**src/rtl/sdram_read_streamer.sv**
```systemverilog
// sdram_read_streamer: read initiator for the sdram req/ack/valid port.
// Fetches a run of consecutive 32-bit words, buffers the returns in a small FIFO and
// presents them to the draw pipeline as a valid/ready stream with a last marker.
// Outstanding reads are limited so that every return is guaranteed a FIFO slot.
module sdram_read_streamer #(
    parameter int unsigned DEPTH = 16,
    parameter int unsigned LEN_W = 9
) (
    input  logic             clk_draw,
    input  logic             rst_draw,
    input  logic             start,
    input  logic [22:0]      start_addr,
    input  logic [LEN_W-1:0] word_count,
    input  logic             abort,
    output logic             busy,
    output logic             done,
    output logic [22:0]      ram_addr,
    output logic [31:0]      ram_data,
    output logic             ram_we,
    output logic             ram_req,
    input  logic             ram_ack,
    input  logic             ram_valid,
    input  logic [31:0]      ram_q,
    output logic             out_valid,
    input  logic             out_ready,
    output logic [31:0]      out_data,
    output logic             out_last
);

    localparam int unsigned PTR_W = $clog2(DEPTH);
    localparam int unsigned CNT_W = PTR_W + 1;
    localparam int unsigned SUM_W = CNT_W + 1;

    localparam logic [1:0] ST_IDLE  = 2'd0;
    localparam logic [1:0] ST_ISSUE = 2'd1;
    localparam logic [1:0] ST_DRAIN = 2'd2;
    localparam logic [1:0] ST_FLUSH = 2'd3;

    logic [1:0]       state;
    logic             done_q;
    logic [LEN_W-1:0] remaining;
    logic [LEN_W-1:0] run_len;
    logic [LEN_W-1:0] pop_count;
    logic [CNT_W-1:0] in_flight;
    logic [CNT_W-1:0] fifo_count;
    logic [PTR_W-1:0] wr_ptr;
    logic [PTR_W-1:0] rd_ptr;
    logic [31:0]      mem [DEPTH];

    logic active;
    logic credit_ok;
    logic acked;
    logic ret_ok;
    logic push;
    logic pop;
    logic last_pop;
    logic abort_hit;
    logic start_run;

    // Handshake decode; requests are only made while FIFO space covers every outstanding read.
    always_comb begin
        active    = (state == ST_ISSUE) || (state == ST_DRAIN);
        credit_ok = ({1'b0, fifo_count} + {1'b0, in_flight}) < SUM_W'(DEPTH);
        ram_req   = (state == ST_ISSUE) && (remaining != '0) && credit_ok;
        acked     = ram_req && ram_ack;
        // A return with nothing outstanding is a protocol error and is dropped.
        ret_ok    = ram_valid && (in_flight != '0);
        push      = ret_ok && active;
        out_valid = (fifo_count != '0);
        pop       = out_valid && out_ready;
        out_last  = out_valid && (pop_count == run_len - LEN_W'(1));
        last_pop  = pop && (pop_count == run_len - LEN_W'(1));
        abort_hit = abort && active;
        start_run = (state == ST_IDLE) && start && !abort && (word_count != '0);
        busy      = (state != ST_IDLE);
        done      = done_q;
        out_data  = mem[rd_ptr];
        ram_data  = '0;
        ram_we    = 1'b0;
    end

    // Run sequencing and the one-cycle done pulse.
    always_ff @(posedge clk_draw) begin
        if (rst_draw) begin
            state  <= ST_IDLE;
            done_q <= 1'b0;
        end else begin
            done_q <= 1'b0;
            case (state)
                ST_IDLE: begin
                    if (start && !abort) begin
                        if (word_count == '0) done_q <= 1'b1;
                        else                  state  <= ST_ISSUE;
                    end
                end
                ST_ISSUE: begin
                    if (abort)                                      state <= ST_FLUSH;
                    else if (acked && (remaining == LEN_W'(1)))     state <= ST_DRAIN;
                end
                ST_DRAIN: begin
                    if (abort) begin
                        state <= ST_FLUSH;
                    end else if (last_pop) begin
                        state  <= ST_IDLE;
                        done_q <= 1'b1;
                    end
                end
                default: begin
                    if (in_flight == '0) state <= ST_IDLE;
                end
            endcase
        end
    end

    // Request address and the count of requests still to be accepted.
    always_ff @(posedge clk_draw) begin
        if (rst_draw) begin
            ram_addr  <= '0;
            remaining <= '0;
            run_len   <= '0;
        end else if (start_run) begin
            ram_addr  <= start_addr;
            remaining <= word_count;
            run_len   <= word_count;
        end else if (abort_hit) begin
            remaining <= '0;
        end else if (acked) begin
            ram_addr  <= ram_addr + 23'd1;
            remaining <= remaining - LEN_W'(1);
        end
    end

    // Reads accepted by the sdram whose data has not yet come back.
    always_ff @(posedge clk_draw) begin
        if (rst_draw) begin
            in_flight <= '0;
        end else begin
            case ({acked, ret_ok})
                2'b10:   in_flight <= in_flight + CNT_W'(1);
                2'b01:   in_flight <= in_flight - CNT_W'(1);
                default: in_flight <= in_flight;
            endcase
        end
    end

    // Words handed to the consumer in the current run; drives out_last independently of acks.
    always_ff @(posedge clk_draw) begin
        if (rst_draw || start_run) begin
            pop_count <= '0;
        end else if (pop) begin
            pop_count <= pop_count + LEN_W'(1);
        end
    end

    // FIFO pointers and occupancy; abort empties the buffer at once.
    always_ff @(posedge clk_draw) begin
        if (rst_draw || abort_hit) begin
            wr_ptr     <= '0;
            rd_ptr     <= '0;
            fifo_count <= '0;
        end else begin
            if (push) wr_ptr <= wr_ptr + PTR_W'(1);
            if (pop)  rd_ptr <= rd_ptr + PTR_W'(1);
            case ({push, pop})
                2'b10:   fifo_count <= fifo_count + CNT_W'(1);
                2'b01:   fifo_count <= fifo_count - CNT_W'(1);
                default: fifo_count <= fifo_count;
            endcase
        end
    end

    // FIFO storage.
    always_ff @(posedge clk_draw) begin
        if (push) mem[wr_ptr] <= ram_q;
    end

    // A return with no read outstanding indicates a broken sdram handshake.
    valid_without_request: assert property (
        @(posedge clk_draw) disable iff (rst_draw) !(ram_valid && (in_flight == '0))
    );

endmodule

```
**config.mk**
```make
export PLATFORM = sky130hd
export DESIGN_NAME = sdram_read_streamer
export DESIGN_NICKNAME = d
export VERILOG_FILES = /design/src/rtl/sdram_read_streamer.sv
export SDC_FILE = /design/constraint.sdc
export NUM_CORES = 1
export LEC_CHECK = 0
export BUFFER_PORTS_ARGS = -buffer_cell sky130_fd_sc_hd__buf_2
export CAP_MARGIN = 25
export CORE_MARGIN = 2
export CORE_UTILIZATION = 50
export DETAILED_ROUTE_END_ITERATION = 16
export PLACE_DENSITY = 0.68
export SETUP_SLACK_MARGIN = 0.1
export SYNTH_ARGS = -nofsm -noshare
export SYNTH_HDL_FRONTEND = slang
export SYNTH_SLANG_ARGS = --single-unit
```
**constraint.sdc**
```tcl
create_clock -name clk_draw -period 7.91 [get_ports clk_draw]
set_clock_uncertainty 0.05 [all_clocks]
set_input_delay 0.791 -clock clk_draw [delete_from_list [all_inputs] [get_ports clk_draw]]
set_output_delay 0.791 -clock clk_draw [all_outputs]
set_load 0.05 [all_outputs]
```
-- Yosys cells after proc, flatten, opt, wreduce, memory -nomap -nowiden
Memories as Yosys holds them, arrays and structs flattened. A register that Yosys moved wholly into a read port is not among the register bits.
Cells that the tools add are included.
W data, S select, Z words.
- register bits: 71
- RAM bits: 512
- input port bits: 71
- output and inout port bits: 93
- logic and storage cells: 94
- memories kept: 1
- memory list (memory ; depth ; width ; rd ports ; clocked after Yosys merged registers in ; wr ports ; RTL line ; source):
    mem ; 16 ; 32 ; 1 ; 1 ; 1 ; 48 ; logic [31:0] mem [DEPTH];
- add/sub/neg operators: 11
- $lt $le $gt $ge: 1
- equal/unequal tests: 13
- muxes and demuxes: 25
- reductions and logical operators: 33
- operator list (kind ; number):
    $mux W23 ; 3
    $mux W9 ; 3
    $add A23 B1 Y23 const B ; 1
    $pmux W5 S2 ; 2
    $reduce_bool A9 Y1 ; 2
    $sub A9 B1 Y9 const B ; 2
    $logic_and A1 B1 Y1 ; 14
    $mux W2 ; 7
    $add A5 B1 Y5 const B ; 2
    $reduce_bool A5 Y1 ; 2
    $sub A5 B1 Y5 const B ; 2
    $add A9 B1 Y9 const B ; 1
    $eq A9 B1 Y1 const B ; 1
    $eq A9 B9 Y1 ; 1
    $logic_not A9 Y1 ; 1
    $add A4 B1 Y4 const B ; 2
    $mux W4 ; 2
    $reduce_bool A2 Y1 ; 4
    $add A5 B5 Y6 ; 1
    $eq A2 B1 Y1 const B ; 3
    $eq A2 B2 Y1 const B ; 3
    $lt A6 B5 Y1 const B ; 1
    $mux W1 ; 6
    $pmux W2 S3 ; 1
    13 further kinds ; 16

-- Depth between registers and ports, before layout
Gate-level depths: netlist of the first run.
- depth in word-level cells: 8
- depth in mapped cells: 14
- gate-level depth less buffers: 14

-- Worst setup path after synthesis of the first run
No wires, ideal clock.
- path type: flip-flop to output port
- from: register run_len[0]
- to: output port out_last
- arrival: 2513 ps
- data required time: 7069 ps
- setup slack: 4556 ps
- stages on the path, launching flop included: 8
- path buffers: 0
- path through: dfxtp_1 > inv_1 > ha_1 > nor2b_1 > or3_1 > a31oi_1 > nand2_1 > nor3_1
- word-level cells in the longest chain between the ends: 3
- RTL lines (item ; RTL line ; source):
    start, declared ; 42 ; logic [LEN_W-1:0] run_len;
    start signal, assigned ; 124 ; run_len <= word_count;
    $sub A9 B1 Y9 ; 71 ; out_last = out_valid && (pop_count == run_len - LEN_W'(1));
    $eq A9 B9 Y1 ; 71 ;
    $logic_and A1 B1 Y1 ; 71 ;
    end, declared ; 27 ; output logic out_last
No other way between the ends.

==> results of run 1 <==
## layer usage
layer / vias up / GRT usage, %
li1: 5348 / -
met5: - / 0
met3: 85 / 4.40
met2: 400 / 33.5
met1: 6206 / 27.2
met4: 4 / 5.60
## sequential cells by signal, indices dropped and copies added (netlist names), named ones only
name,flops
state,2
rd_ptr,4
wr_ptr,4
run_len,9
fifo_count,5
done,1
remaining,9
in_flight,5
ram_addr,23
pop_count,9
mem,512
## stage by stage
step / utilization (%) / power, mW / setup slack [ns] / area, um2 / cells
floorplan: - / 4.29 / 4.56 / 23800 / 1307
global route: 57.5 / 7.37 / 3.23 / 26800 / 2077
detailed placement: 53.5 / 4.50 / 3.95 / 25000 / 1974
finish: 57.5 / 7.10 / 3.37 / 26800 / 2077
global placement: 53.5 / 4.47 / 3.97 / 25000 / 1974
CTS: 57.5 / 7.16 / 3.30 / 26800 / 2077
## final timing paths
check                                  from                        end  cells past startpoint
setup / recovery                       flop               out_data[18]                      4
setup reg to reg  in_flight[4]$_SDFFE_PP0P_  in_flight[4]$_SDFFE_PP0P_                     12
hold / removal               start_addr[21]  ram_addr[21]$_SDFFE_PP0P_                      3
hold reg to reg     run_len[8]$_SDFFE_PP0P_    run_len[8]$_SDFFE_PP0P_                      2
## cells by family after synthesis
kind of cell | count (synthesis) | synth area share [%]
flops | 587 | 71.2
buf+inv | 114 | 2.35
compound gates | 99 | 2.67
simple gates | 228 | 4.79
xor+xnor | 52 | 1.92
other cells | 1 | 0.0158
fa+ha+maj | 29 | 1.60
mux | 165 | 15.4
## worst max-delay path, stage by stage, from the launching register on
cell,delay [ns]
dfxtp_4,0.96
buf_4,0.93
mux4_2,0.42
mux4_2,0.53
buf_2,0.24
## placed cells by master, fill, tap and decap left out, types with 13 or more instances in the layout
master / Yosys / layout
nor2_1: 75 / 75
conb_1: 1 / 33
a211oi_1: 18 / 18
dfxtp_1: 75 / 71
clkbuf_16: 0 / 58
o21ai_0: 14 / 14
edfxtp_1: 512 / 512
and2_2: 0 / 16
nor3_1: 16 / 16
buf_2: 3 / 130
nand2_1: 47 / 47
buf_4: 33 / 23
mux4_2: 160 / 160
xnor2_1: 18 / 18
ha_1: 27 / 27
a21oi_1: 34 / 34
nand4_1: 17 / 17
xor2_1: 34 / 34
inv_1: 20 / 20
clkbuf_1: 38 / 14
nand3_1: 13 / 13
## area by class of cell
class / count / share of cell area [%]
Tap cell: 607 / 2.83
Clock buffer: 75 / 5.76
Clock inverter: 28 / 1.20
Multi-Input combinational cell: 606 / 23.9
Sequential cell: 587 / 62.9
Inverter: 20 / 0.280
Timing Repair Buffer: 154 / 3.14
## report_power, final
group	switching, mW	leakage, nW	internal, mW	total [mW]
logic	0.590	2.64	0.333	0.923
registers	0.0742	5.21	3.43	3.51
clock network	1.13	0.903	1.54	2.67
total	1.79	8.75	5.31	7.10
==> results.json, run 1 <==
{
  "die_area_um2": 49100,
  "cp.required_ns": 7.07,
  "ys_seq_area_share_pct": 71.2,
  "fillerInstances": 3446,
  "fin_crit_ns": 4.54,
  "report.final.hold_viol_count": 0,
  "num_antenna_cells": 0,
  "synth_most_common_cell": "edfxtp_1",
  "finalNetCount": 1526,
  "critPathMaxFanout": 71,
  "area_delta_synth_final_pct": 13.3,
  "met1Wirelength_um": 20200,
  "cts-root-to-sink-buffers": 3,
  "gp_congestion": 0.812,
  "grt_pass1_wl_um": 74500,
  "crit_type": "flop to primary output",
  "tns_ns": 0,
  "cts_resized": 0,
  "drv_cap": 0,
  "htreeDepth": 2,
  "start_kind": "flop",
  "power_density_nw_per_um2": 265,
  "placeableCoreArea_um2": 46700,
  "slew_viol_final": 0,
  "drc": 4,
  "synth-edff-count": 512,
  "wl_met2_um": 24200,
  "fin_crit_sh_pct": 57.4,
  "cts_tree": "done",
  "grt_max_degree": 129,
  "wl_met3_um": 3390,
  "io_buffers": 130,
  "drive_gt1_share_pct": 28.7,
  "grt_pass1_vias": 12449,
  "top_layer_used": "met5",
  "synth_area_um2": 23700,
  "path_clk_slew_ns": 0.06,
  "dieHeight_um": 222,
  "ios": 164,
  "yosys.area.top_type": "edfxtp_1",
  "cts.sinks": 587,
  "drt_pass1_iterations": 11,
  "clock_latency_ns": 0.59,
  "antenna_found_initial": 2,
  "cts_buffers": 57,
  "wl_um": 48800,
  "violations": "design-rule violations",
  "synth_cells": 1275,
  "cellLeakagePower_nw": 8.75,
  "yosys.area.top_type_share_pct": 64.9,
  "avgViaCountPerCell": 5.80,
  "fmax_ghz": 0.220,
  "post_cts_buffers": 0,
  "hold_class": "primary input to flop",
  "synth_ff_type": "edfxtp_1",
  "multi_input_area_um2": 6400,
  "dp_hpwl_um": 26000,
  "synth_common_cells": "edfxtp_1, mux4_2, dfxtp_1, nor2_1, nand2_1",
  "setup_viol": 0,
  "die_w_um": 222,
  "start_util_pct": 50.8,
  "holdBufCountCts": 0,
  "vias": 12043,
  "fin_hold_ws_ns": 0.354,
  "ff_latch_area_um2": 16900,
  "arrival_ns": 3.70,
  "overflow": 0,
  "tightest_slew_ns": 1.28,
  "yosysUniqueCellTypes": 54,
  "yosysWarningCount": 0,
  "rsz0062_at_grt": "no",
  "outcome": "finished with violations",
  "ant_nets": 0,
  "synth_seq_cells": 587,
  "wl_per_cell_um": 23.5,
  "r2r_slack_ns": 4.31,
  "avgSynthCellArea_um2": 18.6,
  "synth_area_leaders": "edfxtp_1, mux4_2, dfxtp_1",
  "cts_root_buffer": "clkbuf_16",
  "drt_iter0_markers": 1082,
  "slew_headroom_pct": 14.7,
  "async_reset_ff_share_pct": 0,
  "worst_setup_path_end_kind": "primary output",
  "grt_usage_pct": 20.2,
  "peakVddDrop_uv": 180,
  "rows": 79
}
Note: power is estimated with default switching activity, not from simulation.
==> inputs of run 2 (changes only) <==
clock period = 4.3 ns   (was 7.91 ns; I/O delays follow)
==> run 2 against run 1 <==
  * The flow still finishes with violations (design-rule violations)
  * Sequential power is 84% higher
  * Combinational power is 87% higher
  * Power grew 90%
  * Worst hold slack got worse by 0.31 ns
  * Routed wire length is 0.36% higher
  * Count of clock-buffer cells in the layout is 13 lower
  * Final cell count increased by 0.77%
  * Largest cell class unchanged
  * Largest power group unchanged
==> results.json, run 2 (synthesized netlist as in run 1, its figures left out) <==
{
  "dp_hpwl_um": 29200,
  "r2r_slack_ns": 0.75,
  "placed_area_um2": 25100,
  "fin_crit_ns": 3.56,
  "fmax_ghz": 0.281,
  "hold_class": "primary input to flop",
  "outcome": "finished with violations",
  "clock_latency_ns": 0.60,
  "finalInstanceArea_um2": 27100,
  "vias": 12186,
  "start_kind": "flop",
  "grt_usage_pct": 20.2,
  "report.final.hold_viol_count": 0,
  "setup_viol": 0,
  "placeableCoreArea_um2": 46700,
  "critPathSlowestCell": "dfxtp_4",
  "ant_nets": 0,
  "avgViaCountPerCell": 5.82,
  "drv_cap": 0,
  "r2r-end": "in_flight[4]$_SDFFE_PP0P_",
  "multi_input_area_um2": 6400,
  "power_density_nw_per_um2": 496,
  "cp_common_cell": "mux4_2",
  "critPathTopFamily": "multiplexers",
  "path_clk_slew_ns": 0.07,
  "path_cells": "buf_12 > mux4_2 > mux4_2 > buf_2",
  "die_area_um2": 49100,
  "drt_pass1_iterations": 13,
  "path_depth": 4,
  "critPathMaxFanout": 45,
  "hold_depth": 3,
  "hold_start": "start_addr[4]",
  "fillerInstances": 3474,
  "top_regs": "mem (512), ram_addr (23)",
  "slew_viol_final": 0,
  "r2r_start": "in_flight[4]$_SDFFE_PP0P_",
  "hold-path-endpoint": "ram_addr[4]$_SDFFE_PP0P_",
  "grt_pass1_vias": 12628,
  "grt_max_degree": 46,
  "cts_tree": "done",
  "ff_latch_area_um2": 16900,
  "final_cell_mix": "edfxtp_1, mux4_2, buf_2",
  "area_delta_synth_final_pct": 14.5,
  "htreeDepth": 2,
  "largest-register": "mem",
  "rows": 79,
  "crit_type": "flop to primary output",
  "arrival_ns": 3.08,
  "cp.required_ns": 3.82,
  "peakVddDrop_uv": 391,
  "drive_gt1_share_pct": 29.4,
  "cts.sinks": 587,
  "violations": "design-rule violations",
  "wl_um": 49000,
  "slew_headroom_pct": 33.3,
  "fin_crit_sh_pct": 82.7,
  "cellLeakagePower_nw": 8.89,
  "tns_ns": 0,
  "drc": 4,
  "overflow": 0,
  "largest_reg_flops": 512,
  "cts_buffers": 57,
  "ios": 164,
  "start_util_pct": 50.8,
  "finalNetCount": 1537,
  "antenna_found_initial": 2,
  "worst-path-buf-inv": 2,
  "cts-root-to-sink-buffers": 3,
  "slowest_delay_ns": 0.70,
  "layout_commonest_cell": "edfxtp_1",
  "gp_congestion": 0.829,
  "dieHeight_um": 222,
  "die_w_um": 222,
  "wl_per_cell_um": 23.4,
  "worst_setup_path_end_kind": "primary output",
  "grt_pass1_wl_um": 75600,
  "drt_iter0_markers": 943,
  "cts_root_buffer": "clkbuf_16",
  "ff2ff_path_depth": 12,
  "rsz0062_at_grt": "no",
  "io_buffers": 130,
  "num_antenna_cells": 0,
  "tightest_slew_ns": 1.00
}
==> run 2: cell count changes in the layout (fill, tap and decap cells not counted), moves of 2 or more <==
| cell | change |
|---|---|
| clkbuf_1 | -10 |
| clkinvlp_4 | +2 |
| clkinv_16 | -2 |
| clkinv_2 | +2 |
| dlygate4sd3_1 | +4 |
| buf_12 | +4 |
| bufinv_16 | +6 |
| clkbuf_8 | -3 |
| clkinv_1 | +7 |
| buf_4 | +2 |
==> run 2: layout make-up <==
cell class,count,area share [%]
well taps,607,2.80
flip-flops and latches,587,62.2
clock inverters,46,1.98
inverters,20,0.277
repair buffers,165,3.71
multi-input cells,606,23.6
clock buffers,62,5.40
==> run 2: how the worst max path moves through the flow <==
stage | startpoint | endpoint
2_1_floorplan | in_flight[4]$_SDFFE_PP0P_ | in_flight[4]$_SDFFE_PP0P_
3_3_place_gp | in_flight[4]$_SDFFE_PP0P_ | in_flight[4]$_SDFFE_PP0P_
3_5_place_dp | in_flight[4]$_SDFFE_PP0P_ | in_flight[4]$_SDFFE_PP0P_
4_1_cts | flop | out_data[18]
5_1_grt | state[1]$_SDFFE_PP0P_ | in_flight[4]$_SDFFE_PP0P_
6_report | flop | out_data[18]
==> run 2: timing repair <==
action,4_1_cts,5_1_grt
hold endpoints to repair,4,0
hold buffers,4,0
setup buffers,0,0
gates resized for setup,0,0
==> run 2: metal layers <==
metal  GRT usage, %  vias up  share of wire [%]
met2           33.3      400                 49
met4           5.80        4                2.1
met5              0        -              0.055
met1           28.0     6326                 43
li1               -     5380                  -
met3           3.63       76                6.0
==> run 2: worst min-delay path, stage by stage <==
cell and delay (ns):
buf_2 0.07, nor2_1 0.03, nor3_1 0.11
==> run 2: report_power, final <==
part | internal, mW | leakage (nW) | switching [mW]
Clock | 3.13 | 0.971 | 2.13
Combinational | 0.623 | 2.71 | 1.10
Sequential | 6.31 | 5.21 | 0.149
==> run 2: per-stage QoR <==
step | worst slack [ns] | util (%) | instances | total power, mW | hold WS, ns
detailed placement | 0.737 | 53.7 | 1980 | 8.30 | 0.413
global route | 0.465 | 58.2 | 2093 | 13.9 | 0.0583
CTS | 0.633 | 58.1 | 2092 | 13.6 | 0.0204
finish | 0.743 | 58.2 | 2093 | 13.5 | 0.0403
global placement | 0.790 | 53.7 | 1980 | 8.26 | 0.410
floorplan | 1.17 | - | 1307 | 7.88 | 0.395
